### src/rtl/mem_bus_arbiter.sv
// mem_bus_arbiter
//   Shares the single processor-memory port between instruction fetch (icache)
//   and the LSQ data port. Data wins by default; after STARVE_LIMIT consecutive
//   denied icache cycles the icache takes priority for one grant. Load tags
//   accepted by memory are recorded with their owner so returning data can be
//   steered back to the requester that issued the load.
//
// Ports
//   clock_i, reset_i          system clock, asynchronous active-high reset
//   icache_command_i/addr_i   icache request (BUS_NONE/BUS_LOAD)
//   data_command_i/addr_i     LSQ request (BUS_NONE/BUS_LOAD/BUS_STORE)
//   data_wdata_i              LSQ store data
//   mem2proc_response_i       tag accepted this cycle, 0 = rejected
//   mem2proc_data_i/tag_i     returning load data and tag (tag 0 = none)
//   proc2mem_command_o/addr_o/data_o   command driven to memory
//   icache_response_o/tag_o/data_o     icache-side response and return
//   data_response_o/tag_o/rdata_o      LSQ-side response and return
//   outstanding_loads_o       number of valid owner-table entries
//   unexpected_tag_o          registered pulse: return tag with no owner

module mem_bus_arbiter #(
    parameter int XLEN         = 32,
    parameter int NUM_TAGS     = 16,
    parameter int STARVE_LIMIT = 4
) (
    input  logic            clock_i,
    input  logic            reset_i,
    input  logic [1:0]      icache_command_i,
    input  logic [XLEN-1:0] icache_addr_i,
    input  logic [1:0]      data_command_i,
    input  logic [XLEN-1:0] data_addr_i,
    input  logic [63:0]     data_wdata_i,
    input  logic [3:0]      mem2proc_response_i,
    input  logic [63:0]     mem2proc_data_i,
    input  logic [3:0]      mem2proc_tag_i,
    output logic [1:0]      proc2mem_command_o,
    output logic [XLEN-1:0] proc2mem_addr_o,
    output logic [63:0]     proc2mem_data_o,
    output logic [3:0]      icache_response_o,
    output logic [3:0]      icache_tag_o,
    output logic [63:0]     icache_data_o,
    output logic [3:0]      data_response_o,
    output logic [3:0]      data_tag_o,
    output logic [63:0]     data_rdata_o,
    output logic [4:0]      outstanding_loads_o,
    output logic            unexpected_tag_o
);

    localparam logic [1:0] BUS_NONE  = 2'd0;
    localparam logic [1:0] BUS_LOAD  = 2'd1;
    localparam logic [1:0] BUS_STORE = 2'd2;

    localparam int SC_W = $clog2(STARVE_LIMIT + 1);
    localparam logic [SC_W-1:0] STARVE_MAX = SC_W'(STARVE_LIMIT);

    logic [NUM_TAGS-1:0] valid_q, valid_d;
    logic [NUM_TAGS-1:0] owner_q, owner_d;   // 0 = icache, 1 = data
    logic [SC_W-1:0]     starve_q, starve_d;
    logic [4:0]          outstanding_q, outstanding_d;
    logic                unexpected_q, unexpected_d;

    logic icache_req, data_req;
    logic grant_icache, grant_data;
    logic alloc;
    logic ret_hit;
    logic ret_owner;

    assign icache_req = (icache_command_i != BUS_NONE);
    assign data_req   = (data_command_i != BUS_NONE);

    // Grants are forced off during reset so nothing reaches memory while the
    // owner table is being cleared.
    assign grant_data   = !reset_i && data_req && (!icache_req || (starve_q < STARVE_MAX));
    assign grant_icache = !reset_i && !grant_data && icache_req;

    always_comb begin
        proc2mem_command_o = BUS_NONE;
        proc2mem_addr_o    = '0;
        proc2mem_data_o    = '0;
        if (grant_data) begin
            proc2mem_command_o = data_command_i;
            proc2mem_addr_o    = data_addr_i;
            proc2mem_data_o    = data_wdata_i;
        end else if (grant_icache) begin
            proc2mem_command_o = icache_command_i;
            proc2mem_addr_o    = icache_addr_i;
        end
    end

    assign icache_response_o = grant_icache ? mem2proc_response_i : 4'd0;
    assign data_response_o   = grant_data   ? mem2proc_response_i : 4'd0;

    // Routing uses the owner as it stood before this edge, so a tag that is
    // returned and reallocated in the same cycle still goes to its old owner.
    assign ret_hit   = !reset_i && (mem2proc_tag_i != 4'd0) && valid_q[mem2proc_tag_i];
    assign ret_owner = owner_q[mem2proc_tag_i];

    assign icache_tag_o  = (ret_hit && !ret_owner) ? mem2proc_tag_i : 4'd0;
    assign data_tag_o    = (ret_hit &&  ret_owner) ? mem2proc_tag_i : 4'd0;
    assign icache_data_o = (icache_tag_o != 4'd0) ? mem2proc_data_i : 64'd0;
    assign data_rdata_o  = (data_tag_o   != 4'd0) ? mem2proc_data_i : 64'd0;

    // Stores are accepted by memory but never return data, so only loads
    // take an owner entry.
    assign alloc = (grant_data || grant_icache) && (proc2mem_command_o == BUS_LOAD)
                   && (mem2proc_response_i != 4'd0);

    always_comb begin
        valid_d = valid_q;
        owner_d = owner_q;
        if (ret_hit) begin
            valid_d[mem2proc_tag_i] = 1'b0;
        end
        // Applied after the clear so a same-cycle reallocation keeps the entry.
        if (alloc) begin
            valid_d[mem2proc_response_i] = 1'b1;
            owner_d[mem2proc_response_i] = grant_data;
        end
    end

    assign outstanding_d = outstanding_q + 5'(alloc) - 5'(ret_hit);
    assign unexpected_d  = (mem2proc_tag_i != 4'd0) && !valid_q[mem2proc_tag_i];

    always_comb begin
        starve_d = starve_q;
        if (icache_req && !grant_icache) begin
            if (starve_q < STARVE_MAX) begin
                starve_d = starve_q + 1'b1;
            end
        end else if (!icache_req || (mem2proc_response_i != 4'd0)) begin
            starve_d = '0;
        end
        // Granted but rejected by memory: hold, icache keeps its priority.
    end

    always_ff @(posedge clock_i or posedge reset_i) begin
        if (reset_i) begin
            valid_q       <= '0;
            owner_q       <= '0;
            starve_q      <= '0;
            outstanding_q <= '0;
            unexpected_q  <= 1'b0;
        end else begin
            valid_q       <= valid_d;
            owner_q       <= owner_d;
            starve_q      <= starve_d;
            outstanding_q <= outstanding_d;
            unexpected_q  <= unexpected_d;
        end
    end

    assign outstanding_loads_o = outstanding_q;
    assign unexpected_tag_o    = unexpected_q;

    // BUS_STORE is named for readability of the command encoding only.
    logic unused_store;
    assign unused_store = ^BUS_STORE;

endmodule

### config.mk
export PLATFORM = sky130hd
export DESIGN_NAME = mem_bus_arbiter
export DESIGN_NICKNAME = d
export VERILOG_FILES = /design/src/rtl/mem_bus_arbiter.sv
export SDC_FILE = /design/constraint.sdc
export NUM_CORES = 1
export LEC_CHECK = 0
export ABC_AREA = 1
export CORE_AREA = 3 3 174 176
export DETAILED_ROUTE_END_ITERATION = 6
export DIE_AREA = 0 0 177 179
export PLACE_DENSITY = 0.45
export SYNTH_ARGS = -nofsm -noshare
export SYNTH_HDL_FRONTEND = slang
export SYNTH_SLANG_ARGS = --single-unit
### constraint.sdc
create_clock -name clock_i -period 3.6 [get_ports clock_i]
set_input_delay 0.72 -clock clock_i [delete_from_list [all_inputs] [get_ports clock_i]]
set_output_delay 0.72 -clock clock_i [all_outputs]
set_load 0.03 [all_outputs]
# Word level (Yosys, flattened, before mapping)
# Index checks and enable logic that the tools add are counted.
# totals
elab_cells	74
regBits	41
# op_classes
n_reduce_logical	31
n_bitwise	3
order_cmp	5
eq_ne	2
muxes	25
n_addsub	3
# op_table
operator	count
64-bit two-way mux	3
32-bit two-way mux	2
16-bit two-way mux	2
16-bit bitwise AND	1
16-bit bitwise mux	1
4-bit two-way mux	4
16-bit NOT	1
16-bit bitwise OR	1
4-bit nonzero test	4
1-bit logical AND	14
4-bit by 5-bit < comparator with 1-bit output (second input constant)	2
3-bit two-way mux	3
1-bit binary-select mux with 4-bit select	2
1-bit demux with 4-bit select	2
4-bit by 1-bit greater-or-equal comparator with 1-bit output (second input constant)	2
1-bit zero test	6
2-bit nonzero test	3
5-bit by 1-bit adder with 5-bit output	1
5-bit by 1-bit subtractor with 5-bit output	1
1-bit two-way mux	4
2-bit two-way mux	2
3-bit by 1-bit adder with 3-bit output (second input constant)	1
1-bit logical OR	3
3-bit < comparator (second input constant)	1
other kinds (3)	3

# Longest topological paths before layout
# Gate-level depths: netlist of run 1.
# depth
word_depth	14
ltp_mapped	19
mapped_depth_nobuf	16

# Least setup slack after synthesis of run 1
# OpenSTA, ideal clock, no wires.
# synth_path
path_type	input to register
start	input reset_i
end	register outstanding_q[4] (netlist: outstanding_loads_o[4])
arrival_time_ns	3.935
required_ns	3.521
cell_stages	13
path_buffers	1
slack_ns	-0.414
path_cell_list	inv_1 > nand2_1 > o21ai_1 > nor2_1 > buf_2 > nand2_1 > ha_1 > inv_1 > ha_1 > inv_1 > fa_1 > o21ai_0 > xor2_1
# synth_between
elab_chain_cells	13
word_cells_on_any_way	16
# synth_rtl
item	line	rtl
start, declared	27	input logic reset_i,
1-bit zero test (no source line) *	n/a	
1-bit logical AND (2 in series)	73	assign grant_data = !reset_i && data_req && (!icache_req || (starve_q < STARVE_MAX));
1-bit zero test	74	assign grant_icache = !reset_i && !grant_data && icache_req;
1-bit logical AND (2 in series)	74	
2-bit two-way mux	84	end else if (grant_icache) begin
2-bit two-way mux *	80	if (grant_data) begin
via proc2mem_command_o[1]	36	output logic [1:0] proc2mem_command_o,
2-bit by 1-bit == test with 1-bit output *	105	assign alloc = (grant_data || grant_icache) && (proc2mem_command_o == BUS_LOAD)
1-bit logical AND *	105	
1-bit logical AND *	106	&& (mem2proc_response_i != 4'd0);
5-bit by 1-bit adder with 5-bit output *	121	assign outstanding_d = outstanding_q + 5'(alloc) - 5'(ret_hit);
5-bit by 1-bit subtractor with 5-bit output *	121	
via outstanding_d[4]	59	logic [4:0] outstanding_q, outstanding_d;
end signal, assigned	147	outstanding_q <= outstanding_d;
end, declared	59	
# The timed path passes the listed nets; every way through them passes the cells marked *.
# A chain may end at the register's enable or synchronous reset.

# Worst setup path after layout of run 1
# layout_path
start	input mem2proc_tag_i[2]
end	output data_rdata_o[23]
# layout_between
elab_chain_cells	7
word_cells_on_any_way	11
# layout_rtl
item	line	rtl
start, declared	35	input logic [3:0] mem2proc_tag_i,
1-bit binary-select mux with 4-bit select or 4-bit nonzero test (tied branches)	95	assign ret_hit = !reset_i && (mem2proc_tag_i != 4'd0) && valid_q[mem2proc_tag_i];
1-bit two-way mux (not written as such) or 1-bit logical AND (tied branches)	95	
1-bit logical AND	95	
1-bit logical AND	99	assign data_tag_o = (ret_hit && ret_owner) ? mem2proc_tag_i : 4'd0;
4-bit two-way mux *	99	
4-bit nonzero test *	101	assign data_rdata_o = (data_tag_o != 4'd0) ? mem2proc_data_i : 64'd0;
64-bit two-way mux *	101	
end, declared	44	output logic [63:0] data_rdata_o,
# Every way passes the cells marked *; elsewhere a longest branch is shown, timed or not. The select of a mux whose other input is x is not followed.

==> flow_summary_export.csv, run 1 <==
group,metric,value,unit
status,status,"completed",
sta,period_share,96.0,%
critical_path,setup.worst_path.start_class,"input pin",
clock_network,cts_buffers,5,
sta,relSlewSlack,62.8,%
routing,ant_nets,0,
synthesis,yosysWarnings,0,
critical_path,cp-end-kind,"output pin",
placement,dp.cells,1597,
routing,routed_wl,28000,um
die,fp-row-count,62,
synthesis,synthesis.area,4480,um^2
sta,finalMaxSlewViolations,0,
global_routing,grt_pass1_wl,37900,um
flow_run,cap_viol_max_count,0,
pwr,power,0.00387,W
layout,fill_cells,3153,
die,die_x,177,um
synthesis,syn-num-nets,982,
global_routing,grt_pass1_vias,6115,
sta,postLayoutSetupSlackWorst,144,ps
clock_network,cts_buffer_depth,2,
synthesis,synth_cell_type_count,31,
clock_network,path_clk_slew,60,ps
critical_path,required,2880,ps
global_routing,grt_max_degree,69,
sta,skew,9.77,ps
layout,final-seq-area,1030,um^2
placement,hpwlAfterDp,23400,um
routing,vias,6470,
sta,min_period,3460,ps
routing,routedWlPerCell,17.3,um
routing,drtIter0Drc,283,
global_routing,grt_usage,15.6,%
global_routing,gr-total-overflow,0,
pwr,p_leak,5.12,nW
layout,synthToLayoutAreaGrowth,119,%
die,pin_count,454,
sta,tightest_slew,558,ps
clock_network,cts_tree,"yes",
critical_path,arrival,2740,ps
critical_path,worstSetupPathType,"in2out",
pwr,p_per_area,395,nW/um^2
die,core_area,28800,um^2
synthesis,synth_seq_area_share,22.9,%
clock_network,cts.sinks,41,
die,dieArea,31700,um^2
layout,diodes,0,
routing,drt_first_pass_iters,5,
layout,layoutNonFillerInstCount,1619,
placement,dp_slack,-41.3,ps
die,floorplan.initialDensity,15.6,%
synthesis,syn_avg_cell_area,5.82,um^2
routing,via_per_inst,4.00,
placement,io_buffers,453,
pwr,peakVddDrop,0.186,mV
sta,finalHoldViolCount,0,
synthesis,synthCells,769,
clock_network,insertion_delay,290,ps
worst_hold_path,min_path_type,"reg2reg",
synthesis,ys_seq_elements,41,
clock_network,cts_max_level,2,
sta,clock.fmax,289,MHz
critical_path,cp_max_fo,10,
global_routing,grt_antenna_before_repair,2,
clock_network,cts-root-buf,"clkbuf_16",
routing,drc,0,
layout,multi_input_area,2630,um^2
die,die_y,179,um
sta,setup_viol,0,
placement,place_congestion,0.845,
layout,drive_gt1_share,27.4,%
layout,num-nets-final,1447,
==> cell type report <==
cell class / count / share of cell area (%)
Timing Repair Buffer: 503 / 49.8
Clock inverter: 2 / 0.383
Multi-Input combinational cell: 522 / 26.8
Inverter: 161 / 6.25
Clock buffer: 6 / 1.42
Sequential cell: 41 / 10.5
Tap cell: 384 / 4.90
==> sequential cells by signal (all words and copies together), names as in the netlist <==
register and cells:
outstanding_loads_o 5, owner_q 16, starve_q 3, unexpected_tag_o 1, valid_q 16
==> stage by stage <==
step | hold slack (ps) | utilization, % | area (um^2) | TNS (ps)
after floorplan | 429 | - | 4480 | 0
after global placement | 371 | 32.6 | 9390 | -20.7
after detailed placement | 369 | 32.6 | 9390 | -41.3
after CTS | 382 | 33.2 | 9570 | 0
after global routing | 394 | 34.1 | 9800 | -19.2
final | 378 | 34.1 | 9800 | 0
==> synthesized netlist by cell type <==
cell type | number | area share (%)
a21boi_0 | 14 | 2.3
a21oi_1 | 4 | 0.45
a32o_1 | 32 | 7.2
buf_1 | 4 | 0.34
buf_2 | 15 | 1.7
buf_4 | 1 | 0.17
buf_6 | 9 | 2.3
clkbuf_1 | 18 | 1.5
clkinv_1 | 1 | 0.084
dfrtp_1 | 41 | 23
fa_1 | 1 | 0.45
ha_1 | 6 | 1.7
inv_1 | 151 | 13
inv_2 | 8 | 0.67
inv_6 | 1 | 0.20
nand2_1 | 140 | 12
nand2_2 | 2 | 0.28
nand2_4 | 1 | 0.25
nand3_1 | 51 | 5.7
nand3_4 | 2 | 0.78
nand4_1 | 15 | 2.1
nor2_1 | 200 | 17
nor2_2 | 39 | 5.4
nor2_4 | 2 | 0.50
nor4_2 | 1 | 0.28
o21a_1 | 1 | 0.17
o21ai_0 | 2 | 0.22
o21ai_1 | 2 | 0.22
o21ai_2 | 1 | 0.20
xnor2_1 | 2 | 0.39
xor2_1 | 2 | 0.39
==> report_power, final <==
group | leakage, nW | switching (W) | internal [W] | total, W
Clock | 0.0831 | 0.000202 | 0.000347 | 0.000548
Sequential | 0.522 | 0.000146 | 0.000653 | 0.000799
Combinational | 4.52 | 0.00144 | 0.00109 | 0.00253
==> worst max-delay path, stage by stage <==
cell and delay [ps]:
clkdlybuf4s50_1 610, inv_2 120, nor2_2 180, o21ai_1 110, nand2_2 110, inv_1 70
nand2_2 120, nand3_4 190, clkbuf_16 230, nor2_1 100, buf_4 170
==> final timing paths <==
kind | slack, ps | end | cells after the start | start
hold reg to reg | 380 | owner_q[0]$_DFFE_PP0P_ | 0 | owner_q[0]$_DFFE_PP0P_
setup / recovery | 140 | data_rdata_o[23] | 11 | mem2proc_tag_i[2]
min in group asynchronous | 1090 | starve_q[2]$_DFFE_PP0P_ | 3 | reset_i
max in group asynchronous | 2110 | outstanding_loads_o[2]$_DFF_PP0_ | 3 | reset_i
setup reg to reg | 1090 | outstanding_loads_o[4]$_DFF_PP0_ | 13 | starve_q[2]$_DFFE_PP0P_
hold / removal | 380 | owner_q[0]$_DFFE_PP0P_ | 0 | owner_q[0]$_DFFE_PP0P_
==> layer usage <==
layer	track usage, %	vias to the layer above	share of wire, %
met5	0	-	0
met1	16.1	2870	35
met3	3.88	20	8.4
li1	-	3264	-
met2	31.6	316	55
met4	3.14	0	1.6
==> repair_timing <==
action | 4_1_cts | 5_1_grt
setup endpoints to repair | 0 | 92
hold buffers | 0 | 0
gates resized for setup | 0 | 10
buffers inserted | 0 | 5
==> kinds of logic (layout without fill, tap and decap cells) <==
kind of cell,count (synthesis),count (layout),share of synthesized area (%)
buffers and inverters,208,672,19.6
AO/OA/AOI/OAI,56,56,10.8
adder cells (fa/ha/maj),7,7,2.12
XOR/XNOR,4,4,0.783
flip-flops,41,41,22.9
AND/OR/NAND/NOR,453,455,43.9
==> cell usage in the layout (no fill, tap or decap) <==
cell type	n
buf_12	32
clkinvlp_4	2
clkdlybuf4s50_1	239
a21boi_0	14
nor2_2	41
buf_6	2
nand2_4	1
dfrtp_1	41
xnor2_1	2
nand2_1	135
fa_1	1
nand4_1	15
o21ai_2	1
bufinv_16	1
o21ai_1	2
nor2_4	3
nor4_2	1
a21oi_1	4
inv_2	8
a32o_1	32
clkinv_1	1
o21ai_0	2
nor2_1	197
dlymetal6s2s_1	2
xor2_1	2
clkbuf_16	10
inv_6	1
nand2_2	7
o21a_1	1
clkbuf_8	1
ha_1	6
buf_4	223
nand3_2	1
nand3_1	51
nand3_4	3
inv_1	150
Power figures use the tool's default switching activity.
==> run 2, diff against run 1 <==
--- a/config.mk
+++ b/config.mk
@@ -6,10 +6,12 @@
 export NUM_CORES = 1
 export LEC_CHECK = 0
 export ABC_AREA = 1
+export ABC_CLOCK_PERIOD_IN_PS = 3600
 export CORE_AREA = 3 3 174 176
 export DETAILED_ROUTE_END_ITERATION = 6
 export DIE_AREA = 0 0 177 179
 export PLACE_DENSITY = 0.45
+export SKIP_LAST_GASP = 1
 export SYNTH_ARGS = -nofsm -noshare
 export SYNTH_HDL_FRONTEND = slang
 export SYNTH_SLANG_ARGS = --single-unit
==> results of run 2 <==
Final layout, timing and power as in run 1 (identical DEF).
==> run 3, diff against run 2 <==
--- a/config.mk
+++ b/config.mk
@@ -10,7 +10,8 @@
 export CORE_AREA = 3 3 174 176
 export DETAILED_ROUTE_END_ITERATION = 6
 export DIE_AREA = 0 0 177 179
-export PLACE_DENSITY = 0.45
+export DONT_BUFFER_PORTS = 1
+export PLACE_DENSITY = 0.3
 export SKIP_LAST_GASP = 1
 export SYNTH_ARGS = -nofsm -noshare
 export SYNTH_HDL_FRONTEND = slang
==> run 3 against run 2 <==
Net effect: first-iteration DRC count shrank 6.4%; via count shrank 14%; worst setup slack gained 430 ps; design area shrank 33%; count of clock-buffer cells in the layout is the same; power shrank 17%; combinational power shrank 26%; hold slack lost 1.4 ps; non-clock buffer count shrank 279; sequential power grew 8.8%; critical endpoint is now data_rdata_o[29]; sequential share of layout area grew 5.2 points.
==> flow_summary_export.csv, run 3 (synthesis results as in run 1) <==
group,metric,value,unit
status,status,"completed",
pwr,clock_power_share,14.9,%
pwr,swShare,51.9,%
routing,routedWlPerCell,19.5,um
sta,tns,0,ps
critical_path,required,2880,ps
clock_network,cts_buffer_depth,2,
pwr,peakVddDrop,0.162,mV
routing,vias,5547,
layout,num-nets-final,1166,
global_routing,grt_util_met3,3.58,%
die,die_y,179,um
routing,drtIter0Drc,265,
pwr,internal-power,0.00154,W
die,dieArea,31700,um^2
die,die_x,177,um
die,floorplan.initialDensity,15.6,%
layout,drive_gt1_share,30.6,%
global_routing,grt_usage,15.1,%
critical_path,arrival,2310,ps
worst_hold_path,min_path_type,"reg2reg",
global_routing,busiest_layer,"met2",
sta,period_share,84.1,%
sta,finalMaxSlewViolations,0,
critical_path,cp-end-kind,"output pin",
critical_path,cp_max_fo,14,
routing,via_per_inst,4.14,
global_routing,grt_pass1_vias,5308,
routing,drt_first_pass_iters,4,
pwr,power,0.00321,W
layout,mostFrequentLayoutCell,"buf_4",
critical_path,max_stage_delay,290,ps
clock_network,holdBufCountCts,0,
critical_path,setup.worst_path.start_class,"input pin",
pwr,p_leak,3.83,nW
die,core_area,28800,um^2
pwr,p_per_area,489,nW/um^2
critical_path,cpMaxStageDelayCell,"buf_4",
die,pin_count,454,
pwr,p_sw,0.00167,W
sta,relSlewSlack,61.4,%
layout,fin_util,22.8,%
layout,final_cell_mix,"buf_4, nor2_1, inv_1",
routing,drc,0,
routing,ant_nets,0,
clock_network,cts_setup_buffers,0,
die,fp-row-count,62,
clock_network,cts_max_level,2,
clock_network,cts.sinks,41,
global_routing,grt_pass1_wl,35500,um
sta,skew,4.96,ps
global_routing,grt_antenna_before_repair,6,
clock_network,cts-root-buf,"clkbuf_16",
sta,tightest_slew,579,ps
critical_path,cp_common_cell,"nand2_1",
pwr,power_frac_comb,58.0,%
clock_network,insertion_delay,290,ps
placement,hpwlAfterDp,22400,um
placement,place_congestion,0.844,
routing,routed_wl,26100,um
critical_path,cp_cell_sequence,"inv_2, nor2_4, nand2_1, nand3_1, nand2_1, nand2_1, inv_1, nand2_1, nand3_4, buf_4, nor2_1, buf_4",
sta,min_period,3030,ps
sta,rsz0062_at_grt,"no",
clock_network,cts_resized,0,
sta,finalHoldViolCount,0,
clock_network,cts_buffers,5,
placement,io_buffers,0,
clock_network,cts_tree,"yes",
sta,clock.fmax,330,MHz
layout,synthToLayoutAreaGrowth,46.7,%
global_routing,grt_max_degree,69,
sta,setup_viol,0,
critical_path,worstSetupPathType,"in2out",
global_routing,use_met1,15.3,%
global_routing,met2_usage,30.8,%
global_routing,gr-total-overflow,0,
flow_run,cap_viol_max_count,0,
clock_network,path_clk_slew,60,ps
pwr,seq_power_share,27.1,%
[run 3: per-stage QoR]
step | instances | setup slack [ps] | hold slack (ps) | area [um^2]
floorplan | 769 | 25.8 | 429 | 4480
global placement | 1330 | 414 | 367 | 6410
detailed placement | 1330 | 393 | 366 | 6410
CTS | 1338 | 578 | 382 | 6560
global route | 1340 | 413 | 401 | 6560
finish | 1341 | 573 | 376 | 6570
[run 3: cell type report]
cell class                      instances  area, um^2
Timing Repair Buffer                  224        1710
Clock inverter                          2        13.8
Fill cell                            3359       22200
Antenna cell                            3        7.51
Multi-Input combinational cell        520        2580
Sequential cell                        41        1030
Inverter                              161         613
Clock buffer                            6         139
Tap cell                              384         480
[run 3: power by group through the flow]
stage | registers [W] | logic [W] | clock network, W
after floorplan | 0.000822 | 0.00136 | 0
after global placement | 0.000880 | 0.00189 | 0
after detailed placement | 0.000880 | 0.00189 | 0
after CTS | 0.000874 | 0.00189 | 0.000497
after global routing | 0.000896 | 0.00205 | 0.000516
final | 0.000869 | 0.00186 | 0.000479
[run 3: path summary, 6_finish.rpt]
path | start | cells past startpoint | to | slack [ps]
max in group asynchronous | reset_i | 2 | outstanding_loads_o[4]$_DFF_PP0_ | 2710
hold / removal | owner_q[0]$_DFFE_PP0P_ | 0 | owner_q[0]$_DFFE_PP0P_ | 380
hold reg to reg | owner_q[0]$_DFFE_PP0P_ | 0 | owner_q[0]$_DFFE_PP0P_ | 380
setup / recovery | mem2proc_tag_i[1] | 12 | data_rdata_o[29] | 570
min in group asynchronous | reset_i | 2 | starve_q[2]$_DFFE_PP0P_ | 490
setup reg to reg | starve_q[2]$_DFFE_PP0P_ | 14 | outstanding_loads_o[4]$_DFF_PP0_ | 890
[run 3: routing by layer]
layer / vias up / share of wire, %
li1: 2696 / -
met1: 2516 / 34
met2: 311 / 56
met3: 24 / 8.5
met4: 0 / 2.1
met5: - / 0
[run 3: worst max-delay path, delay by kind of cell]
family	cells	cell delay (ps)
AND/OR/NAND/NOR	8	980
buffers and inverters	4	610
